===== src/rtl/l2_lookup_pipe_pkg.sv =====
// rtl/l2_lookup_pipe_pkg.sv - Spandex state and lookup-mode encodings shared by the L2 lookup pipe
package l2_lookup_pipe_pkg;

  typedef enum logic [2:0] {
    SPX_I = 3'd0,
    SPX_S = 3'd1,
    SPX_R = 3'd2,
    SPX_V = 3'd3
  } spx_state_e;

  typedef enum logic {
    L2_LOOKUP     = 1'b0,
    L2_LOOKUP_FWD = 1'b1
  } l2_lookup_mode_e;

  localparam int SPX_STATE_W = 3;

endpackage


===== src/rtl/l2_lookup_prio_enc.sv =====
// rtl/l2_lookup_prio_enc.sv - lowest-set-bit encoder with found flag over a WAYS-wide vector
module l2_lookup_prio_enc #(
  parameter int WAYS  = 8,
  parameter int WAY_W = $clog2(WAYS)
) (
  input  logic [WAYS-1:0]  i_vec,
  output logic [WAY_W-1:0] o_idx,
  output logic             o_found
);

  always_comb begin
    o_idx   = '0;
    o_found = 1'b0;
    // Scan downward so the lowest set bit is the last one written.
    for (int i = WAYS - 1; i >= 0; i--) begin
      if (i_vec[i]) begin
        o_idx   = WAY_W'(i);
        o_found = 1'b1;
      end
    end
  end

endmodule


===== src/rtl/l2_lookup_pipe.sv =====
// rtl/l2_lookup_pipe.sv - two-stage valid/ready L2 tag lookup with round-robin victim pointer
// Optional: define L2_LOOKUP_MULTIHIT_CHK_EN to add the sticky err_multihit output.
module l2_lookup_pipe #(
  parameter int WAYS    = 8,
  parameter int WAY_W   = $clog2(WAYS),
  parameter int TAG_W   = 20,
  parameter int WORDS   = 4,
  parameter int STATE_W = 3
) (
  input  logic                         clk,
  input  logic                         rst,
  input  logic                         req_valid,
  output logic                         req_ready,
  input  logic                         req_mode,
  input  logic [TAG_W-1:0]             req_tag,
  input  logic [WAYS*TAG_W-1:0]        req_tags,
  input  logic [WAYS*WORDS*STATE_W-1:0] req_states,
  output logic                         rsp_valid,
  input  logic                         rsp_ready,
  output logic                         rsp_mode,
  output logic                         rsp_tag_hit,
  output logic [WAY_W-1:0]             rsp_way_hit,
  output logic                         rsp_empty_found,
  output logic [WAY_W-1:0]             rsp_empty_way,
  output logic [WAY_W-1:0]             rsp_evict_way,
  output logic [WORDS-1:0]             rsp_word_mask_shared,
  output logic [WORDS-1:0]             rsp_word_mask_owned
`ifdef L2_LOOKUP_MULTIHIT_CHK_EN
  ,
  output logic                         err_multihit
`endif
);

  import l2_lookup_pipe_pkg::*;

  localparam int LINE_W = WORDS * STATE_W;

  typedef logic [WAYS-1:0]  way_vec_t;
  typedef logic [WORDS-1:0] word_mask_t;

  logic                         w_s1_adv;
  logic                         w_s2_adv;
  logic                         w_rsp_fire;
  way_vec_t                     w_hit_vec;
  way_vec_t                     w_empty_vec;
  logic [WAYS*LINE_W-1:0]       w_qual_states;

  logic                         r_s1_valid;
  logic                         r_s1_mode;
  way_vec_t                     r_s1_hit;
  way_vec_t                     r_s1_empty;
  logic [WAYS*LINE_W-1:0]       r_s1_states;

  logic [WAY_W-1:0]             w_hit_idx;
  logic                         w_hit_found;
  logic [WAY_W-1:0]             w_empty_idx;
  logic                         w_empty_found;
  logic [LINE_W-1:0]            w_sel_line;
  word_mask_t                   w_owned;
  word_mask_t                   w_shared;

  logic                         r_s2_valid;
  logic                         r_rsp_mode;
  logic                         r_rsp_tag_hit;
  logic [WAY_W-1:0]             r_rsp_way_hit;
  logic                         r_rsp_empty_found;
  logic [WAY_W-1:0]             r_rsp_empty_way;
  logic [WAY_W-1:0]             r_rsp_evict_way;
  word_mask_t                   r_rsp_shared;
  word_mask_t                   r_rsp_owned;
  logic [WAY_W-1:0]             r_evict_ptr;

  assign w_s2_adv   = !r_s2_valid || rsp_ready;
  assign w_s1_adv   = !r_s1_valid || w_s2_adv;
  assign req_ready  = w_s1_adv;
  assign w_rsp_fire = r_s2_valid && rsp_ready;

  // Per-way compare; states of non-hit ways are zeroed (SPX_I) so a no-hit
  // response naturally decodes to empty masks in the second stage.
  always_comb begin
    w_hit_vec     = '0;
    w_empty_vec   = '0;
    w_qual_states = '0;
    for (int i = 0; i < WAYS; i++) begin
      w_empty_vec[i] = 1'b1;
      for (int j = 0; j < WORDS; j++) begin
        if (req_states[(i*WORDS+j)*STATE_W +: STATE_W] != STATE_W'(SPX_I)) begin
          w_empty_vec[i] = 1'b0;
        end
      end
      w_hit_vec[i] = (req_tags[i*TAG_W +: TAG_W] == req_tag) && !w_empty_vec[i];
      if (w_hit_vec[i]) begin
        w_qual_states[i*LINE_W +: LINE_W] = req_states[i*LINE_W +: LINE_W];
      end
    end
  end

  always_ff @(posedge clk) begin
    if (rst) begin
      r_s1_valid  <= 1'b0;
      r_s1_mode   <= 1'b0;
      r_s1_hit    <= '0;
      r_s1_empty  <= '0;
      r_s1_states <= '0;
    end else if (w_s1_adv) begin
      r_s1_valid <= req_valid;
      if (req_valid) begin
        r_s1_mode   <= req_mode;
        r_s1_hit    <= w_hit_vec;
        r_s1_empty  <= w_empty_vec;
        r_s1_states <= w_qual_states;
      end
    end
  end

  l2_lookup_prio_enc #(
    .WAYS  (WAYS),
    .WAY_W (WAY_W)
  ) u_hit_enc (
    .i_vec   (r_s1_hit),
    .o_idx   (w_hit_idx),
    .o_found (w_hit_found)
  );

  l2_lookup_prio_enc #(
    .WAYS  (WAYS),
    .WAY_W (WAY_W)
  ) u_empty_enc (
    .i_vec   (r_s1_empty),
    .o_idx   (w_empty_idx),
    .o_found (w_empty_found)
  );

  always_comb begin
    w_sel_line = r_s1_states[int'(w_hit_idx)*LINE_W +: LINE_W];
    w_owned    = '0;
    w_shared   = '0;
    for (int j = 0; j < WORDS; j++) begin
      if (w_sel_line[j*STATE_W +: STATE_W] == STATE_W'(SPX_R)) begin
        w_owned[j]  = 1'b1;
        w_shared[j] = 1'b1;
      end else if (w_sel_line[j*STATE_W +: STATE_W] == STATE_W'(SPX_S)) begin
        w_shared[j] = 1'b1;
      end
    end
  end

  always_ff @(posedge clk) begin
    if (rst) begin
      r_s2_valid        <= 1'b0;
      r_rsp_mode        <= 1'b0;
      r_rsp_tag_hit     <= 1'b0;
      r_rsp_way_hit     <= '0;
      r_rsp_empty_found <= 1'b0;
      r_rsp_empty_way   <= '0;
      r_rsp_evict_way   <= '0;
      r_rsp_shared      <= '0;
      r_rsp_owned       <= '0;
      r_evict_ptr       <= '0;
    end else begin
      if (w_s2_adv) begin
        r_s2_valid <= r_s1_valid;
        if (r_s1_valid) begin
          r_rsp_mode        <= r_s1_mode;
          r_rsp_tag_hit     <= w_hit_found;
          r_rsp_way_hit     <= w_hit_idx;
          r_rsp_empty_found <= w_empty_found && (r_s1_mode == L2_LOOKUP);
          r_rsp_empty_way   <= (r_s1_mode == L2_LOOKUP) ? w_empty_idx : '0;
          r_rsp_evict_way   <= r_evict_ptr;
          r_rsp_shared      <= w_shared;
          r_rsp_owned       <= w_owned;
        end
      end
      // Only a LOOKUP that must allocate by eviction consumes a victim slot.
      if (w_rsp_fire && (r_rsp_mode == L2_LOOKUP) && !r_rsp_tag_hit && !r_rsp_empty_found) begin
        r_evict_ptr <= r_evict_ptr + WAY_W'(1);
      end
    end
  end

  assign rsp_valid            = r_s2_valid;
  assign rsp_mode             = r_rsp_mode;
  assign rsp_tag_hit          = r_rsp_tag_hit;
  assign rsp_way_hit          = r_rsp_way_hit;
  assign rsp_empty_found      = r_rsp_empty_found;
  assign rsp_empty_way        = r_rsp_empty_way;
  assign rsp_evict_way        = r_rsp_evict_way;
  assign rsp_word_mask_shared = r_rsp_shared;
  assign rsp_word_mask_owned  = r_rsp_owned;

`ifdef L2_LOOKUP_MULTIHIT_CHK_EN
  logic r_err_multihit;

  always_ff @(posedge clk) begin
    if (rst) begin
      r_err_multihit <= 1'b0;
    end else if (r_s1_valid && w_s2_adv && |(r_s1_hit & (r_s1_hit - way_vec_t'(1)))) begin
      r_err_multihit <= 1'b1;
    end
  end

  assign err_multihit = r_err_multihit;
`endif

endmodule

===== config.mk =====
export PLATFORM = sky130hd
export DESIGN_NAME = l2_lookup_pipe
export DESIGN_NICKNAME = d
export VERILOG_FILES = /design/src/rtl/l2_lookup_pipe_pkg.sv /design/src/rtl/l2_lookup_prio_enc.sv /design/src/rtl/l2_lookup_pipe.sv
export SDC_FILE = /design/constraint.sdc
export NUM_CORES = 1
export LEC_CHECK = 0
export CAP_MARGIN = 5
export CORE_MARGIN = 8
export CORE_UTILIZATION = 32
export DETAILED_ROUTE_END_ITERATION = 16
export HOLD_SLACK_MARGIN = 0.15
export PLACE_DENSITY = 0.64
export REMOVE_ABC_BUFFERS = 1
export SKIP_CTS_REPAIR_TIMING = 1
export SLEW_MARGIN = 0
export SYNTH_ARGS = -nofsm -noshare
export SYNTH_HDL_FRONTEND = slang
export SYNTH_SLANG_ARGS = --single-unit

===== constraint.sdc =====
create_clock -name clk -period 2.3 [get_ports clk]
set_input_delay 0.46 -clock clk [delete_from_list [all_inputs] [get_ports clk]]
set_output_delay 0.46 -clock clk [all_outputs]
set_load 0.005 [all_outputs]

; After elaboration in Yosys (flattened, before gate mapping)
; Cells that the tools add are included.
[op_classes]
n_addsub = 1
mul = 1
n_div = 0
order_cmp = 0
eq_ne = 16
n_shift = 1
n_mux = 85
n_bitwise = 2
n_reduce_logical = 61
[op_table]
columns = cell, count
row1 = 20-bit equality test, 8
row2 = 12-bit two-way mux, 8
row3 = 3-bit nonzero test, 32
row4 = 96-bit by 8-bit indexed part select with 12-bit output, 1
row5 = 1-bit two-way mux, 60
row6 = 3-bit two-way mux, 17
row7 = 1-bit logical AND, 13
row8 = 3-bit by 1-bit equality test with 1-bit output (second input constant), 4
row9 = 3-bit by 2-bit equality test with 1-bit output (second input constant), 4
row10 = 1-bit zero test, 12
row11 = 3-bit by 2-bit multiplier with 5-bit output (second input constant), 1
row12 = 2-bit AND reduction, 2
row13 = 3-bit by 1-bit adder with 3-bit output (second input constant), 1
row14 = 1-bit logical OR, 2
row15 = 1-bit inverter, 2
[totals]
register_bits = 138
latchBits = 0
ramBits = 0
mem_bits_ro = 0
inputBits = 281
out_inout_bits = 22
elab_cells = 182
n_memories = 0

; Logic depth before layout (Yosys ltp)
; Gate-level depths: netlist of the first run.
[depth]
depth_word = 13
ltp_mapped = 10

; Cells and area by module
; A second synthesis of the first run with hierarchy kept.
[unflattened]
cells_unflattened = 867
area_unflattened_um2 = 7943.9
[modules_own_cells]
columns = mod, instances, cells_each, area_each_um2, seq_area_each_um2
row1 = l2_lookup_pipe, 1, 841, 7783.7, 2762.6
row2 = l2_lookup_prio_enc, 2, 13, 80.1, 0.0

; Least setup slack after synthesis of the first run
; No wires, ideal clock.
[synth_timing]
kind = in2reg
from = input req_tag[1]
to = register r_s1_states[10]
setup_time_ns = 0.065
arrival_ns = 2.230
required_time_ns = 2.235
setup_slack_ns = 0.005
cell_stages = 8
cell_sequence = clkbuf_1 xor2_1 nor4_1 nand4_1 nor4_1 clkbuf_1 a22oi_1 nor2_1
[synth_between]
elab_chain_len = 3
[synth_rtl]
columns = item, line_no
row1 = from (decl), l2_lookup_pipe.sv:15  ; input logic [TAG_W-1:0] req_tag,
row2 = 20-bit equality test, l2_lookup_pipe.sv:91  ; w_hit_vec[i] = (req_tags[i*TAG_W +: TAG_W] == req_tag) && !w_empty_vec[i];
row3 = 1-bit logical AND, l2_lookup_pipe.sv:91
row4 = 12-bit two-way mux, l2_lookup_pipe.sv:92  ; if (w_hit_vec[i]) begin
row5 = to (signal assigned), l2_lookup_pipe.sv:111  ; r_s1_states <= w_qual_states;
row6 = to (decl), l2_lookup_pipe.sv:52  ; logic [WAYS*LINE_W-1:0] r_s1_states;
; No other way between the ends.
; A chain may end at the register's enable or synchronous reset.

; Worst setup path in the final report of the first run
[layout_timing]
from = register r_s1_hit[4]
to = register r_rsp_shared[2], in the netlist rsp_word_mask_shared[2]
[layout_between]
elab_chain_len = 10
word_cells_on_any_way = 11
cone_classes = mul (1) / eq/ne (2) / shift (1) / mux (7)
[layout_rtl]
columns = item, line_no
row1 = from (decl), l2_lookup_pipe.sv:50  ; way_vec_t r_s1_hit;
row2 = from (signal assigned), l2_lookup_pipe.sv:109  ; r_s1_hit <= w_hit_vec;
row3 = 3-bit two-way mux (*) (5 in a row), l2_lookup_prio_enc.sv:16  ; if (i_vec[i]) begin
row4 = 3-bit by 2-bit multiplier with 5-bit output (*), l2_lookup_pipe.sv:135  ; w_sel_line = r_s1_states[int'(w_hit_idx)*LINE_W +: LINE_W];
row5 = 96-bit by 8-bit indexed part select with 12-bit output (*), l2_lookup_pipe.sv:135
row6 = 3-bit by 1-bit equality test with 1-bit output, l2_lookup_pipe.sv:142  ; end else if (w_sel_line[j*STATE_W +: STATE_W] == STATE_W'(SPX_S)) begin
row7 = 1-bit two-way mux, l2_lookup_pipe.sv:142
row8 = 1-bit two-way mux (*), l2_lookup_pipe.sv:139  ; if (w_sel_line[j*STATE_W +: STATE_W] == STATE_W'(SPX_R)) begin
row9 = to (signal assigned), l2_lookup_pipe.sv:170  ; r_rsp_shared <= w_shared;
row10 = to (decl), l2_lookup_pipe.sv:69  ; word_mask_t r_rsp_shared;
; Mark *: on every way between the ends. The rest lies on a longest branch, timed or not.

==> flow_summary_export.csv, run 1 <==
group,metric,value,unit
grt,grt_pass1_wl,52.0,mm
clocking,cts-htree-levels,4,
critical_path,cp.arrival,2.62,ns
drt,vias,8768,
yosys,ys_ff_latch,138,
floorplan,core_region_area,24200,um2
grt,gr-usage-all-layers,22.4,%
clocking,clk_latency,0.43,ns
placement,dp_hpwl,28.2,mm
sta,slew_headroom,59.3,%
flow_run,max_cap_viol_count,0,
critical_path,r2r-start,"r_s1_hit[4]",
floorplan,io_pins,303,
power,p_sw_share,25.6,%
critical_path,cp-endpoint,"rsp_word_mask_shared[2]",
min_path,hold_depth,2,
sta,worst_pin_slew,0.605,ns
placement,portBuffers,302,
power,power.switching,1.61,mW
yosys,asyncSetResetFlopFracSynth,0,%
outcome,status,"completed",
grt,grt_max_degree,81,
finish,drive_gt1_share,18.5,%
clocking,cts_tree,"done",
critical_path,path_cells,"nor2b_4 -> buf_12 -> a211oi_4 -> buf_12 -> mux2i_2 -> a221o_1 -> nand2_1 -> xor2_1 -> a32o_1",
yosys,synth_top_area_cell,"dfxtp_1",
critical_path,crit_cells,9,
yosys,yosysTopAreaCellShare,35.1,%
drt,dr.first_iter.drc_count,775,
critical_path,reg2reg_to,"rsp_word_mask_shared[2]",
sta,setup_viol,0,
critical_path,cpMostUsedCell,"buf_12",
critical_path,crit_family,"compound AO/OA/AOI/OAI gates",
power,clkPwrFrac,43.0,%
sta,skew,0.0104,ns
grt,grt_pass1_vias,8753,
yosys,syn_inst,941,
yosys,synth_area_per_cell,8.36,um2
critical_path,end_kind,"flop",
yosys,yosys_warnings,0,
yosys,synth_edf_count,0,
finish,fin_cells,1669,
placement,place.gp.congestion,0.914,
floorplan,die_h,173,um
critical_path,worstPathRequired,2.62,ns
finish,final_nets,1614,
critical_path,crit_buf_inv,2,
sta,maxSlewViolCount,0,
placement,pre_cts_slack,-0.531,ns
placement,post-place-cells,1624,
sta,rsz0062_at_grt,"true",
drt,ant_nets,0,
yosys,synthDistinctLibCells,49,
critical_path,crit_fanout,8,
floorplan,die_w,173,um
power,power_frac_comb,18.7,%
power,internal_power,4.66,mW
drt,drc_errors,0,
critical_path,crit_type,"flop to flop",
power,p_total,6.26,mW
drt,wirelength,35.6,mm
drt,first_pass_iters,6,
sta,fmax,436,MHz
floorplan,placementRows,57,
sta,setup_slack,0.00491,ns
clocking,numCtsBuffers,17,
yosys,ys_top_cells_by_count,"nor2_1, dfxtp_1, xor2_1",
finish,area_growth_syn_to_layout,68.6,%
floorplan,dieArea,29900,um2
drt,wire_per_inst,21.3,um
yosys,syn_area,7870,um2
finish,diodes,0,
drt,via_per_inst,5.25,
critical_path,cp-start-kind,"flop",
finish,final_util,54.7,%
critical_path,max_stage_delay,0.36,ns
grt,antenna_found_initial,0,
clocking,cts_sinks,138,
min_path,holdCritPathClass,"input pin to flop",
yosys,ys_seq_area_share,35.1,%
clocking,clk_pin_slew,0.06,ns
clocking,cts_root_buf,"clkbuf_16",
yosys,synth_ff_type,"dfxtp_1",
critical_path,r2r_cells,9,
power,p_per_area,472,nW/um2
grt,gr-total-overflow,0,
sta,period_share,99.8,%
critical_path,crit_slowest_cell,"dfxtp_4",
critical_path,cp-startpoint,"r_s1_hit[4]",
clocking,clk_path_buf_depth,2,
yosys,synth_area_leaders,"dfxtp_1, xor2_1, a22oi_1",
power,ir_worst_vdd,0.402,mV
power,p_seq_share,38.3,%
floorplan,initial_core_util,32.4,%
critical_path,reg2reg_slack,0.005,ns
sta,hold_viol_final,0,
sta,finalCriticalPeriod,2.30,ns
yosys,synth.most_common_cell,"nor2_1",
power,p_leak,4.93,nW
-- placed cells by master (no fill, tap or decap), types with 4 or more instances in the layout --
cell             Yosys  routed
dlymetal6s2s_1       0      11
inv_1               24      24
nand4b_1             4       4
o211ai_1             4       4
buf_4                0     125
clkbuf_16            0      17
a22oi_1            104     104
o21ai_0             14      14
dfxtp_1            138     134
a221o_1              8       8
nor4_4               0       4
mux2i_1             17       7
nor4_1              73      58
and3_1               5       5
a32o_1               4       4
clkdlybuf4s50_1      0     290
nand3_1              7       7
buf_6                4       9
nand4_1             16      16
o32ai_2              0       4
o21bai_1             5       5
inv_6                0       4
mux2i_4              0       7
xor2_1             133     133
nand2_1             31      30
a2111oi_0           16       7
nor4_2               0      11
a2111oi_2            0       8
a21oi_1             27      26
xnor2_1             33      33
buf_12               0      10
nor2_1             150     150
o221ai_1             8       6
-- power groups by stage --
| stage | combinational (mW) | clock, mW | sequential, mW |
|---|---|---|---|
| floorplan | 0.269 | 0 | 2.45 |
| global placement | 1.13 | 0 | 2.45 |
| detailed placement | 1.13 | 0 | 2.45 |
| CTS | 1.14 | 2.73 | 2.40 |
| global route | 1.24 | 2.82 | 2.40 |
| finish | 1.17 | 2.69 | 2.40 |
-- worst reg2reg max path, cell delays in order, from the launching register on --
cell and delay [ns]:
dfxtp_4 0.36, nor2b_4 0.15, buf_12 0.13, a211oi_4 0.29
buf_12 0.20, mux2i_2 0.28, a221o_1 0.26, nand2_1 0.09
xor2_1 0.16, a32o_1 0.25
-- kinds of logic (layout without fill, tap and decap cells) --
kind of cell	Yosys count	after routing	synth area share, %
XOR/XNOR	166	166	18.5
flip-flops	138	138	35.1
AO/OA/AOI/OAI	209	209	19.8
multiplexers	17	17	2.16
adder cells (fa/ha/maj)	1	1	0.159
buffers and inverters	103	507	5.44
AND/OR/NAND/NOR	307	307	18.9
-- layout make-up --
| type | count | area, um2 |
|---|---|---|
| clock buffers | 20 | 467 |
| clock inverters | 12 | 113 |
| fillers | 2269 | 11000 |
| inverters | 25 | 93.8 |
| multi-input cells | 700 | 5100 |
| flip-flops and latches | 138 | 2770 |
| well taps | 324 | 405 |
| repair buffers | 450 | 4320 |
-- flip-flops by register name, summed over array words and instances (netlist names), 3 cells and up --
signal / cells
r_s1_hit: 8
rsp_evict_way: 3
r_evict_ptr: 3
rsp_word_mask_shared: 4
r_s1_empty: 8
rsp_empty_way: 3
rsp_word_mask_owned: 4
r_s1_states: 96
rsp_way_hit: 3
-- per-stage QoR --
stage / instance area [um2] / hold WS [ns] / setup TNS (ns)
final: 13300 / 0.403 / 0
after global routing: 13300 / 0.416 / -0.213
after CTS: 12700 / 0.393 / -3.19
after floorplan: 7530 / 0.438 / -169.03
after global placement: 12100 / 0.446 / -44.65
after detailed placement: 12100 / 0.449 / -44.23
-- how the worst min path moves through the flow --
| stage | startpoint | endpoint |
|---|---|---|
| floorplan | r_evict_ptr[2] | rsp_evict_way[2] |
| global placement | rsp_evict_way[2] | rsp_evict_way[2] |
| detailed placement | rsp_evict_way[2] | rsp_evict_way[2] |
| CTS | rst | r_s1_states[25] |
| global route | rst | r_s1_states[44] |
| finish | rst | r_s1_states[18] |
-- per-layer routing --
metal / up-vias / global-route usage [%] / wire length (um)
met2: 347 / 36.5 / 17000
met3: 38 / 4.18 / 2060
met1: 4181 / 29.7 / 15800
met5: - / 0 / 0
met4: 0 / 5.93 / 714
li1: 4202 / - / -
No activity file was read; power rests on OpenSTA's default activity.
==> run 2, diff against run 1 <==
- SETUP_SLACK_MARGIN: not set -> 0.5
==> run 2 against run 1 <==
  * First-iteration DRC count is 0.39% higher
  * Sequential share of layout area is 2.3 points lower
  * Die area stayed put
  * Hold slack worse by 0.011 ns
  * Count of clock-buffer cells in the layout stayed put
  * Non-clock buffer count is 41 higher
  * Largest cell class unchanged
  * Largest power group unchanged
==> flow_summary_export.csv, run 2 (synthesis results as in run 1) <==
group,metric,value,unit
drt,vias,9095,
drt,wire_per_inst,22.0,um
sta,setup_viol,0,
clocking,cts_tree,"done",
clocking,clk_latency,0.43,ns
finish,area_growth_syn_to_layout,89.7,%
power,clkPwrFrac,41.9,%
critical_path,cp-start-kind,"flop",
critical_path,cp.arrival,2.59,ns
drt,dr.max_layer_used,"met4",
placement,portBuffers,302,
power,power.switching,1.72,mW
sta,fmax,441,MHz
sta,finalCriticalPeriod,2.27,ns
sta,period_share,98.6,%
power,p_per_area,432,nW/um2
finish,final_common_cell,"clkdlybuf4s50_1",
finish,final_nets,1655,
grt,gr-usage-all-layers,22.4,%
drt,wl_met3,1.85,mm
clocking,cts-htree-levels,4,
sta,maxSlewViolCount,0,
placement,place.gp.congestion,0.914,
drt,drc_errors,0,
grt,grt_max_degree,81,
placement,dp_hpwl,28.2,mm
floorplan,io_pins,303,
grt,antenna_found_initial,4,
sta,setup_slack,0.0325,ns
clocking,cts_sinks,138,
sta,skew,0.00922,ns
outcome,status,"completed",
drt,first_pass_iters,5,
finish,drive_gt1_share,33.0,%
clocking,clk_path_buf_depth,2,
floorplan,core_region_area,24200,um2
drt,ant_nets,0,
power,p_seq_share,37.2,%
power,p_leak,6.20,nW
flow_run,max_cap_viol_count,0,
floorplan,dieArea,29900,um2
floorplan,initial_core_util,32.4,%
clocking,clk_pin_slew,0.06,ns
critical_path,worstPathRequired,2.62,ns
power,internal_power,4.73,mW
floorplan,die_h,173,um
power,p_sw_share,26.6,%
sta,slew_headroom,59.1,%
sta,whs,0.392,ns
drt,wirelength,37.6,mm
sta,fin_tns_setup,0,ns
min_path,holdCritPathClass,"input pin to flop",
power,ir_worst_vdd,0.396,mV
sta,worst_pin_slew,0.607,ns
finish,reg_top3,"r_s1_states: 96 flops, r_s1_empty: 8 flops, r_s1_hit: 8 flops",
power,power_frac_comb,20.9,%
critical_path,crit_fanout,8,
sta,rsz0062_at_grt,"true",
finish,layout_common_cells,"clkdlybuf4s50_1, nor2_1, dfxtp_1",
grt,grt_pass1_wl,52.0,mm
finish,largest_register_ffs,96,
placement,post-place-cells,1624,
drt,wl_met2,18.2,mm
drt,dr.first_iter.drc_count,778,
finish,fin_cells,1714,
critical_path,end_kind,"flop",
drt,via_per_inst,5.31,
floorplan,placementRows,57,
sta,hold_viol_final,0,
placement,dpl_cell_area,12100,um2
drt,m1WireLength,16.6,mm
clocking,numCtsBuffers,17,
critical_path,crit_type,"flop to flop",
placement,pre_cts_slack,-0.531,ns
floorplan,die_w,173,um
finish,stdcell_area,14900,um2
grt,gr-total-overflow,0,
grt,grt_pass1_vias,8753,
finish,top_register,"r_s1_states",
clocking,cts_root_buf,"clkbuf_16",
## run 2: layer usage
layer,global-route usage [%],up-vias
li1,-,4269
met4,5.93,0
met2,36.5,331
met3,4.18,54
met1,29.7,4441
met5,0,-
## run 2: cell type report
class                      instances  area [um2]
antenna                            4        10.0
clock buffer                      20         467
clock inverter                    12         113
fill                            2038        9330
inverter                          25        93.8
multi-input combinational        700        6000
sequential                       138        2780
tap                              324         405
timing repair buffer             491        5060
## run 2: metrics by stage
stage                     utilization [%]  total power [mW]
after floorplan                         -              2.72
after global placement               50.0              3.59
after detailed placement             50.0              3.58
after CTS                            52.4              6.27
after global routing                 61.5              6.64
final                                61.5              6.44
## run 2: power by group through the flow
stage	logic [mW]	clock network [mW]	registers, mW
final	1.35	2.70	2.40
after global routing	1.42	2.82	2.40
after CTS	1.14	2.73	2.40
after detailed placement	1.13	0	2.45
after global placement	1.13	0	2.45
after floorplan	0.269	0	2.45
## run 2: worst paths after layout
kind	slack [ns]	endpoint	start	cells past startpoint
hold reg to reg	0.45	rsp_evict_way[2]	rsp_evict_way[2]	2
setup / recovery	0.03	rsp_word_mask_shared[2]	r_s1_hit[4]	9
hold / removal	0.39	r_s1_states[18]	rst	2
setup reg to reg	0.03	rsp_word_mask_shared[2]	r_s1_hit[4]	9
## run 2: worst max-delay path, stage by stage, from the launching register on
cell      delay [ns]
dfxtp_4         0.36
nor2b_4         0.15
buf_12          0.13
a211oi_4        0.29
buf_12          0.20
mux2i_2         0.27
a221o_1         0.27
nand2_1         0.09
xor2_1          0.16
a32o_1          0.23
